File: src/rtl/ll2_decimate_2x2_pkg.sv
// ll2_decimate_2x2_pkg
//   Shared definitions for the 2x2 box-average decimator.
//   LL2_DATA_W : default pixel width
//   LL2_PAIR_W : width of a horizontal pair sum (one bit of growth)
//   LL2_SUM_W  : width of a four-pixel sum (two bits of growth)
//   state_t    : handshake FSM encoding
package ll2_decimate_2x2_pkg;

  localparam int LL2_DATA_W = 16;
  localparam int LL2_PAIR_W = LL2_DATA_W + 1;
  localparam int LL2_SUM_W  = LL2_DATA_W + 2;

  typedef enum logic {
    S_TAKE = 1'b0,
    S_EMIT = 1'b1
  } state_t;

endpackage

File: src/rtl/ll2_decimate_2x2_linebuf.sv
// ll2_linebuf
//   Simple dual-port RAM holding one even-row line of horizontal pair sums.
//   Synchronous write, registered read, no reset (contents are always
//   rewritten on an even row before the following odd row reads them).
//   Ports:
//     CLK    clock
//     we     write enable
//     waddr  write address
//     wdata  write data (pair sum)
//     raddr  read address, sampled every cycle
//     rdata  registered read data
module ll2_linebuf
  import ll2_decimate_2x2_pkg::*;
#(
  parameter int DEPTH  = 256,
  parameter int WIDTH  = LL2_PAIR_W,
  parameter int ADDR_W = 8
) (
  input  logic              CLK,
  input  logic              we,
  input  logic [ADDR_W-1:0] waddr,
  input  logic [WIDTH-1:0]  wdata,
  input  logic [ADDR_W-1:0] raddr,
  output logic [WIDTH-1:0]  rdata
);

  logic [WIDTH-1:0] mem [DEPTH];

  always_ff @(posedge CLK) begin
    if (we) begin
      mem[waddr] <= wdata;
    end
    rdata <= mem[raddr];
  end

endmodule

File: src/rtl/ll2_decimate_2x2.sv
// ll2_decimate_2x2
//   2x2 box-average decimator. Consumes a raster-order pixel stream of an
//   IMG_WIDTH x IMG_HEIGHT frame and emits one rounded average per
//   non-overlapping 2x2 block, (W/2)x(H/2) outputs in raster order.
//   Ports:
//     CLK         clock, rising edge
//     RESET       asynchronous active-high reset
//     In1_DATA    input pixel, valid while In1_SEND=1
//     In1_COUNT   producer token count (unused, always 1)
//     In1_SEND    input token available
//     In1_ACK     input token consumed this cycle (combinational)
//     Out1_DATA   decimated pixel (registered, held until issued)
//     Out1_COUNT  constant 1
//     Out1_SEND   output token issued this cycle
//     Out1_ACK    unused
//     Out1_RDY    downstream can accept a token this cycle
module ll2_decimate_2x2
  import ll2_decimate_2x2_pkg::*;
#(
  parameter int IMG_WIDTH  = 512,
  parameter int IMG_HEIGHT = 512,
  parameter int DATA_W     = LL2_DATA_W
) (
  input  logic              CLK,
  input  logic              RESET,
  input  logic [DATA_W-1:0] In1_DATA,
  input  logic [15:0]       In1_COUNT,
  input  logic              In1_SEND,
  output logic              In1_ACK,
  output logic [DATA_W-1:0] Out1_DATA,
  output logic [15:0]       Out1_COUNT,
  output logic              Out1_SEND,
  input  logic              Out1_ACK,
  input  logic              Out1_RDY
);

  localparam int PAIR_W = DATA_W + 1;
  localparam int SUM_W  = DATA_W + 2;
  localparam int HALF_W = IMG_WIDTH / 2;
  localparam int COL_W  = (IMG_WIDTH  > 1) ? $clog2(IMG_WIDTH)  : 1;
  localparam int ROW_W  = (IMG_HEIGHT > 1) ? $clog2(IMG_HEIGHT) : 1;
  localparam int ADDR_W = (HALF_W     > 1) ? $clog2(HALF_W)     : 1;

  if ((IMG_WIDTH < 2) || ((IMG_WIDTH % 2) != 0)) begin : g_bad_width
    $error("ll2_decimate_2x2: IMG_WIDTH must be even and >= 2");
  end
  if ((IMG_HEIGHT < 2) || ((IMG_HEIGHT % 2) != 0)) begin : g_bad_height
    $error("ll2_decimate_2x2: IMG_HEIGHT must be even and >= 2");
  end

  function automatic logic [PAIR_W-1:0] pair_sum(input logic [DATA_W-1:0] a,
                                                  input logic [DATA_W-1:0] b);
    return PAIR_W'(a) + PAIR_W'(b);
  endfunction

  // Round-half-up divide by four; the 18-bit sum plus 2 cannot overflow,
  // and the quotient always fits DATA_W.
  function automatic logic [DATA_W-1:0] round_avg(input logic [SUM_W-1:0] total);
    logic [SUM_W-1:0] biased;
    biased = total + SUM_W'(2);
    return biased[SUM_W-1:2];
  endfunction

  state_t             state;
  state_t             state_nxt;
  logic [COL_W-1:0]   col;
  logic [ROW_W-1:0]   row;
  logic [DATA_W-1:0]  pair_p0;
  logic               take;
  logic               col_last;
  logic               row_last;
  logic [COL_W:0]     col_ext;
  logic [ADDR_W-1:0]  lb_addr;
  logic               lb_we;
  logic [PAIR_W-1:0]  lb_wdata;
  logic [PAIR_W-1:0]  lb_rdata;
  logic [SUM_W-1:0]   total;
  logic               unused_inputs;

  assign unused_inputs = ^{In1_COUNT, Out1_ACK};
  assign Out1_COUNT    = 16'h0001;

  assign col_last = (col == COL_W'(IMG_WIDTH - 1));
  assign row_last = (row == ROW_W'(IMG_HEIGHT - 1));

  // The read address follows col>>1 continuously, so during input gaps the
  // read is simply re-issued and rdata stays valid for the pending odd pixel.
  assign col_ext = {1'b0, col};
  assign lb_addr = ADDR_W'(col_ext >> 1);

  assign lb_we    = take && !row[0] && col[0];
  assign lb_wdata = pair_sum(pair_p0, In1_DATA);
  assign total    = SUM_W'(pair_p0) + SUM_W'(In1_DATA) + SUM_W'(lb_rdata);

  always_comb begin
    state_nxt = state;
    In1_ACK   = 1'b0;
    Out1_SEND = 1'b0;
    case (state)
      S_TAKE: begin
        In1_ACK = In1_SEND && !RESET;
        if (In1_SEND && !RESET && row[0] && col[0]) begin
          state_nxt = S_EMIT;
        end
      end
      S_EMIT: begin
        Out1_SEND = Out1_RDY && !RESET;
        if (Out1_RDY) begin
          state_nxt = S_TAKE;
        end
      end
      default: state_nxt = S_TAKE;
    endcase
  end

  assign take = In1_ACK;

  // Stage p0: pixel accepted; pair latched / pair sum written / block finished
  always_ff @(posedge CLK or posedge RESET) begin
    if (RESET) begin
      state     <= S_TAKE;
      col       <= '0;
      row       <= '0;
      pair_p0   <= '0;
      Out1_DATA <= '0;
    end else begin
      state <= state_nxt;
      if (take) begin
        if (col_last) begin
          col <= '0;
          row <= row_last ? '0 : row + ROW_W'(1);
        end else begin
          col <= col + COL_W'(1);
        end
        if (!col[0]) begin
          pair_p0 <= In1_DATA;
        end
        if (row[0] && col[0]) begin
          Out1_DATA <= round_avg(total);
        end
      end
    end
  end

  ll2_linebuf #(
    .DEPTH  (HALF_W),
    .WIDTH  (PAIR_W),
    .ADDR_W (ADDR_W)
  ) u_linebuf (
    .CLK   (CLK),
    .we    (lb_we),
    .waddr (lb_addr),
    .wdata (lb_wdata),
    .raddr (lb_addr),
    .rdata (lb_rdata)
  );

endmodule

File: config.mk
export PLATFORM = sky130hd
export DESIGN_NAME = ll2_decimate_2x2
export DESIGN_NICKNAME = d
export VERILOG_FILES = /design/src/rtl/ll2_decimate_2x2_pkg.sv /design/src/rtl/ll2_decimate_2x2_linebuf.sv /design/src/rtl/ll2_decimate_2x2.sv
export SDC_FILE = /design/constraint.sdc
export NUM_CORES = 2
export LEC_CHECK = 0
export CORE_AREA = 2 2 662 664
export DETAILED_ROUTE_END_ITERATION = 7
export DIE_AREA = 0 0 664 666
export DONT_BUFFER_PORTS = 1
export SLEW_MARGIN = 20
export SYNTH_ARGS = -nofsm -noshare
export SYNTH_HDL_FRONTEND = slang
export SYNTH_HIERARCHICAL = 1
export SYNTH_MEMORY_MAX_BITS = 65536
export SYNTH_SLANG_ARGS = --single-unit
File: constraint.sdc
create_clock -name CLK -period 27 [get_ports CLK]
set_input_delay 8.1 -clock CLK [delete_from_list [all_inputs] [get_ports CLK]]
set_output_delay 8.1 -clock CLK [all_outputs]
set_load 0.02 [all_outputs]
* After elaboration in Yosys (flattened, before gate mapping)
Memory sizes are Yosys's and may differ from the RTL's. A register that Yosys moved wholly into a read port is not among the register bits.
Cells that the tools add are included.
** Word-level totals
- Bits in registers :: 51
- Bits in writable memories :: 4352
- Bits of input ports :: 37
- Output and inout port bits :: 34
- Logic and storage cells :: 37
- Memories :: 1
** Memories
- u_linebuf.mem :: depth 256, width 17, read ports 1, clocked after memory_dff 1, wr ports 1, RTL line ll2_decimate_2x2_linebuf.sv:27 : logic [WIDTH-1:0] mem [DEPTH];
** Cells by class
- Add/subtract/negate cells :: 6
- Equal/unequal tests :: 2
- Muxes and demuxes :: 9
- Bitwise operators :: 2
- Reductions and logical operators :: 12
** Operator list (count)
- adder 16 x 16 -> 17 bit :: 2
- adder 17 x 17 -> 18 bit :: 1
- adder 18 x 2 -> 18 bit, second input constant :: 1
- adder 9 x 1 -> 9 bit, second input constant :: 2
- equality test 9 bit, second input constant :: 2
- 2-to-1 mux 9 bit :: 2
- logical AND 1 bit :: 7
- 2-to-1 mux 1 bit :: 6
- AND reduction 2 bit :: 3
- zero test 1 bit :: 2
- NOT 1 bit :: 2
- one-hot mux 1 bit (2 select lines) :: 1

* Logic depth before layout (Yosys ltp)
- Word-level depth :: 7
- Depth in mapped cells :: 13
- Gate-level depth less buffers :: 10

* By module
Netlist, hierarchy kept.
** By module, submodules not included
- ll2_linebuf :: times used 1, cells an instance 7797, area an instance 169704.0 um2, seq. area each 131025.7 um2
- ll2_decimate_2x2 :: times used 1, cells an instance 422, area an instance 4006.3 um2, seq. area each 1276.2 um2

* Worst setup path after synthesis
Ideal clock, no wire load.
- Kind :: input-to-output
- Start point :: in RESET
- End point :: out In1_ACK
- Data arrival time :: 10.027 ns
- Data required time :: 18.900 ns
- Path slack :: 8.873 ns
- Cell stages on the path :: 4
- Buffers on the path :: 1
- Cells stage by stage :: inv_1 -> nand3_1 -> inv_1 -> buf_2
** On the way
- Cells in the longest elaborated chain, start to end :: 3
** Ends and longest elaborated chain
- from (decl) :: RTL line ll2_decimate_2x2.sv:25 : input logic RESET,
- zero test 1 bit (no line)
- logical AND 1 bit :: RTL line ll2_decimate_2x2.sv:101 : In1_ACK = In1_SEND && !RESET;
- 2-to-1 mux 1 bit :: RTL line ll2_decimate_2x2.sv:99 : case (state)
- to (decl) :: RTL line ll2_decimate_2x2.sv:29 : output logic In1_ACK,
No other way between the ends.

* Worst setup path after layout
Same ends and word-level chain as after synthesis.

==> impl_results.md <==
- Clock network power share: 0.285
- Setup TNS: 0 ns
- H-tree Lvls: 5
- Final ANT Viol Nets: 0
- Pleak: 59.8 nW
- PD cells: 107 mW/mm2
- First-pass GRT wire length: 636000 um
- Post-synthesis mux area share: 0.155
- WP buf/inv: 4
- Port bufs: 0
- Core box area: 0.436 mm2
- Post-synth top area share: 0.752
- Worst slew pin tran: 1.33 ns
- Clock transition at path regs: 0.06 ns
- Sequential power share: 0.433
- Final Worst Setup Slack: 9.19 ns
- Async S/R FF share, synth: 0.0115
- Synth top area cells: edfxtp_1 75%, mux4_2 12%, mux2i_1 2.9%
- CP most frequent cell: buf_4
- Status: finished, final reports clean
- Clk buf depth: 4
- Routability cong.: 0.896
- GRT Total Usage: 0.199
- Max-cap violations: 0
- Hold crit path type: flip-flop to flip-flop
- Number of global-route vias before repair: 84.2k
- TritonCTS Buffers: 431
- # IOs: 71
- Top_reg_cell synth: edfxtp_1
- Hold Vio Cnt, Final: 0
- Required @ worst endpoint: 18.90 ns
- Compound-Gate Fraction of Synth Area: 0.0304
- Cell area after synthesis: 0.174 mm2
- Slew headroom: 0.102
- CTS hold repair buffers: 0
- Synth area leader: edfxtp_1
- Die Y: 666 um
- Post-synthesis simple-gate area fraction: 0.0249
- Via count: 85.9k
- TritonCTS sink count: 4420
- Ratio of cells with drive above 1 in the final layout: 0.235
- Die Area: 0.442 mm2
- Critical Path, Cell by Cell: inv_2, buf_4, nand3_1, inv_1, buf_4
- Final Skew: 0.0742 ns
- P_sw: 0.00668 W
- Nets@finish: 8580
- Number of enable flip-flop cells after synthesis: 4352
- Mapped Cells: 8219
- Final wirelength: 451000 um
- Slowest-stage cell, CP: buf_4
- Distinct cells, synth: 91
- Post-synthesis xor/xnor area fraction: 0.00131
- Crit path DAT: 9.71 ns
- Setup repair bufs after CTS: 0
- Worst path max stage delay: 0.54 ns
- Max Clock Freq: 0.0561 GHz
- CTS tree: built
- Peak fanout along the critical path: 53
- Worst slack, placed: 9.09 ns
- Critical path class: primary input to primary output
- Largest family of logic cells by synthesized area: multiplexers
- Maximum vdd ir drop: 0.196 mV
- Gate power share: 0.281
- DRC viols: 0
- Die X: 664 um
- Final setup vio count: 0
- Slew Viols, Final: 0
- Sw Share: 0.319
- Clock Latency Late Sink: 0.98 ns
- FF+latch count, synth: 4420
- Yosys Warn Count: 6
- Drt first pass iters: 6
- CTS root buffer: clkbuf_16
- Post-DP HPWL: 265000 um
- Unrepaired setup endpoints after global routing: no
- Vias per cell: 5.88
- Initial core utilization: 0.398
- Final period util: 0.660
- Grt total ovfl: 0
- Post-DR wirelength/cell: 30.9 um
- Post-synthesis adder-cell area fraction: 0.00451
- CP delay by family, top: buffers and inverters
- Syn_area_per_cell: 21.1 um2
- Worst Setup End Kind: primary output
- Fin crit period: 17.81 ns
- Most frequent cells in the layout: 4352 x edfxtp_1, 897 x mux4_2, 510 x mux2i_1, 438 x clkbuf_16, 283 x buf_4
- Most common cell after layout, fill and taps aside: edfxtp_1
- Antenna violations before repair: 29
- Startpoint Class: primary input
- Seq/Total Area, Yosys: 0.762
- 1st-iter DRT viols: 11.3k
- Rows: 243
- Largest net degree at the start of global routing: 201
- Int Pwr: 0.0143 W
- Synth-to-layout area growth: 12.2%
- Post-CTS resize count: 0
==> registers in the layout, indices dropped and copies added (netlist names) <==
| register | cells |
|---|---|
| u_linebuf/mem | 4352 |
| state | 1 |
| row | 9 |
| Out1_DATA | 16 |
| col | 9 |
| u_linebuf/rdata | 17 |
| pair_p0 | 16 |
==> power by group through the flow <==
stage	sequential, W	combinational (W)	clock (W)
after floorplan	0.00972	0.00376	0
after global placement	0.00920	0.00572	0
after detailed placement	0.00921	0.00589	0
after CTS	0.00906	0.00590	0.00608
after global routing	0.00906	0.00620	0.00633
final	0.00906	0.00589	0.00597
==> worst reg2reg max path, stage by stage (launching register included) <==
cell and delay [ns]:
dfrtp_4 1.00, buf_4 0.66, buf_4 0.77, buf_4 0.69, buf_4 0.62, mux2i_1 0.18
o22ai_1 0.25, nor3_1 0.10, o21ai_0 0.82, o211ai_1 0.29, nor4_1 0.84, and3_1 0.52
==> logic make-up after synthesis <==
family	count (synthesis)
buffers and inverters	513
muxes	1489
DFF	4420
other	2
AOI/OAI and AO/OA	754
and+or+nand+nor	962
adders and majority gates	53
xor gates and xnor gates	26
==> synthesized netlist by cell type, types with 44 or more instances <==
cell type  number
mux2i_1       510
a21oi_1       127
mux4_2        897
o22ai_1       186
o221ai_1      134
buf_6          57
nand2_1       257
buf_12         44
nor2_1        359
buf_4          53
nor3_1        117
buf_2          98
nand3_1        78
o21ai_0        78
edfxtp_1     4352
clkbuf_1      155
dfrtp_1        51
mux4_1         46
==> area by class of cell <==
cell class                      count  area, um2
Antenna cell                       10       25.0
Fill cell                       36500     241000
Clock buffer                      547      11400
Sequential cell                  4420     132000
Inverter                           22       95.1
Tap cell                         5757       7200
Clock inverter                    245       2590
Multi-Input combinational cell   3300      38500
Timing Repair Buffer              315       2740
==> routing by layer <==
layer | GRT usage | share of wire | up-vias | wire [um]
met5 | 0 | 0.00012 | - | 54
met4 | 0.0577 | 0.029 | 10 | 13200
met3 | 0.0374 | 0.092 | 619 | 41600
met2 | 0.315 | 0.47 | 4129 | 212000
met1 | 0.284 | 0.41 | 46100 | 184000
li1 | - | - | 35000 | -
==> path summary, 6_finish.rpt <==
kind	start	to	slack, ns	depth (start not counted)
worst max-delay path	RESET	In1_ACK	9.19	5
worst min-delay path	row[7]	row[7]	0.48	1
worst max register to register	col[1]	u_linebuf/rdata[5]	20.13	11
worst min register to register	row[7]	row[7]	0.48	1
max in group asynchronous	RESET	col[3]	19.26	2
min in group asynchronous	RESET	Out1_DATA[8]	7.21	2
==> metrics by stage <==
stage                     area (um2)  power [W]  utilization  std cells  hold slack (ns)
final                         195000     0.0209        0.447      14600            0.482
after global routing          195000     0.0216        0.447      14600            0.502
after CTS                     195000     0.0210        0.446      14600            0.482
after detailed placement      181000     0.0151        0.414      13800            0.471
after global placement        181000     0.0149        0.414      13800            0.488
after floorplan               174000     0.0135            -       8233            0.442
No activity file was read; power rests on OpenSTA's default activity.
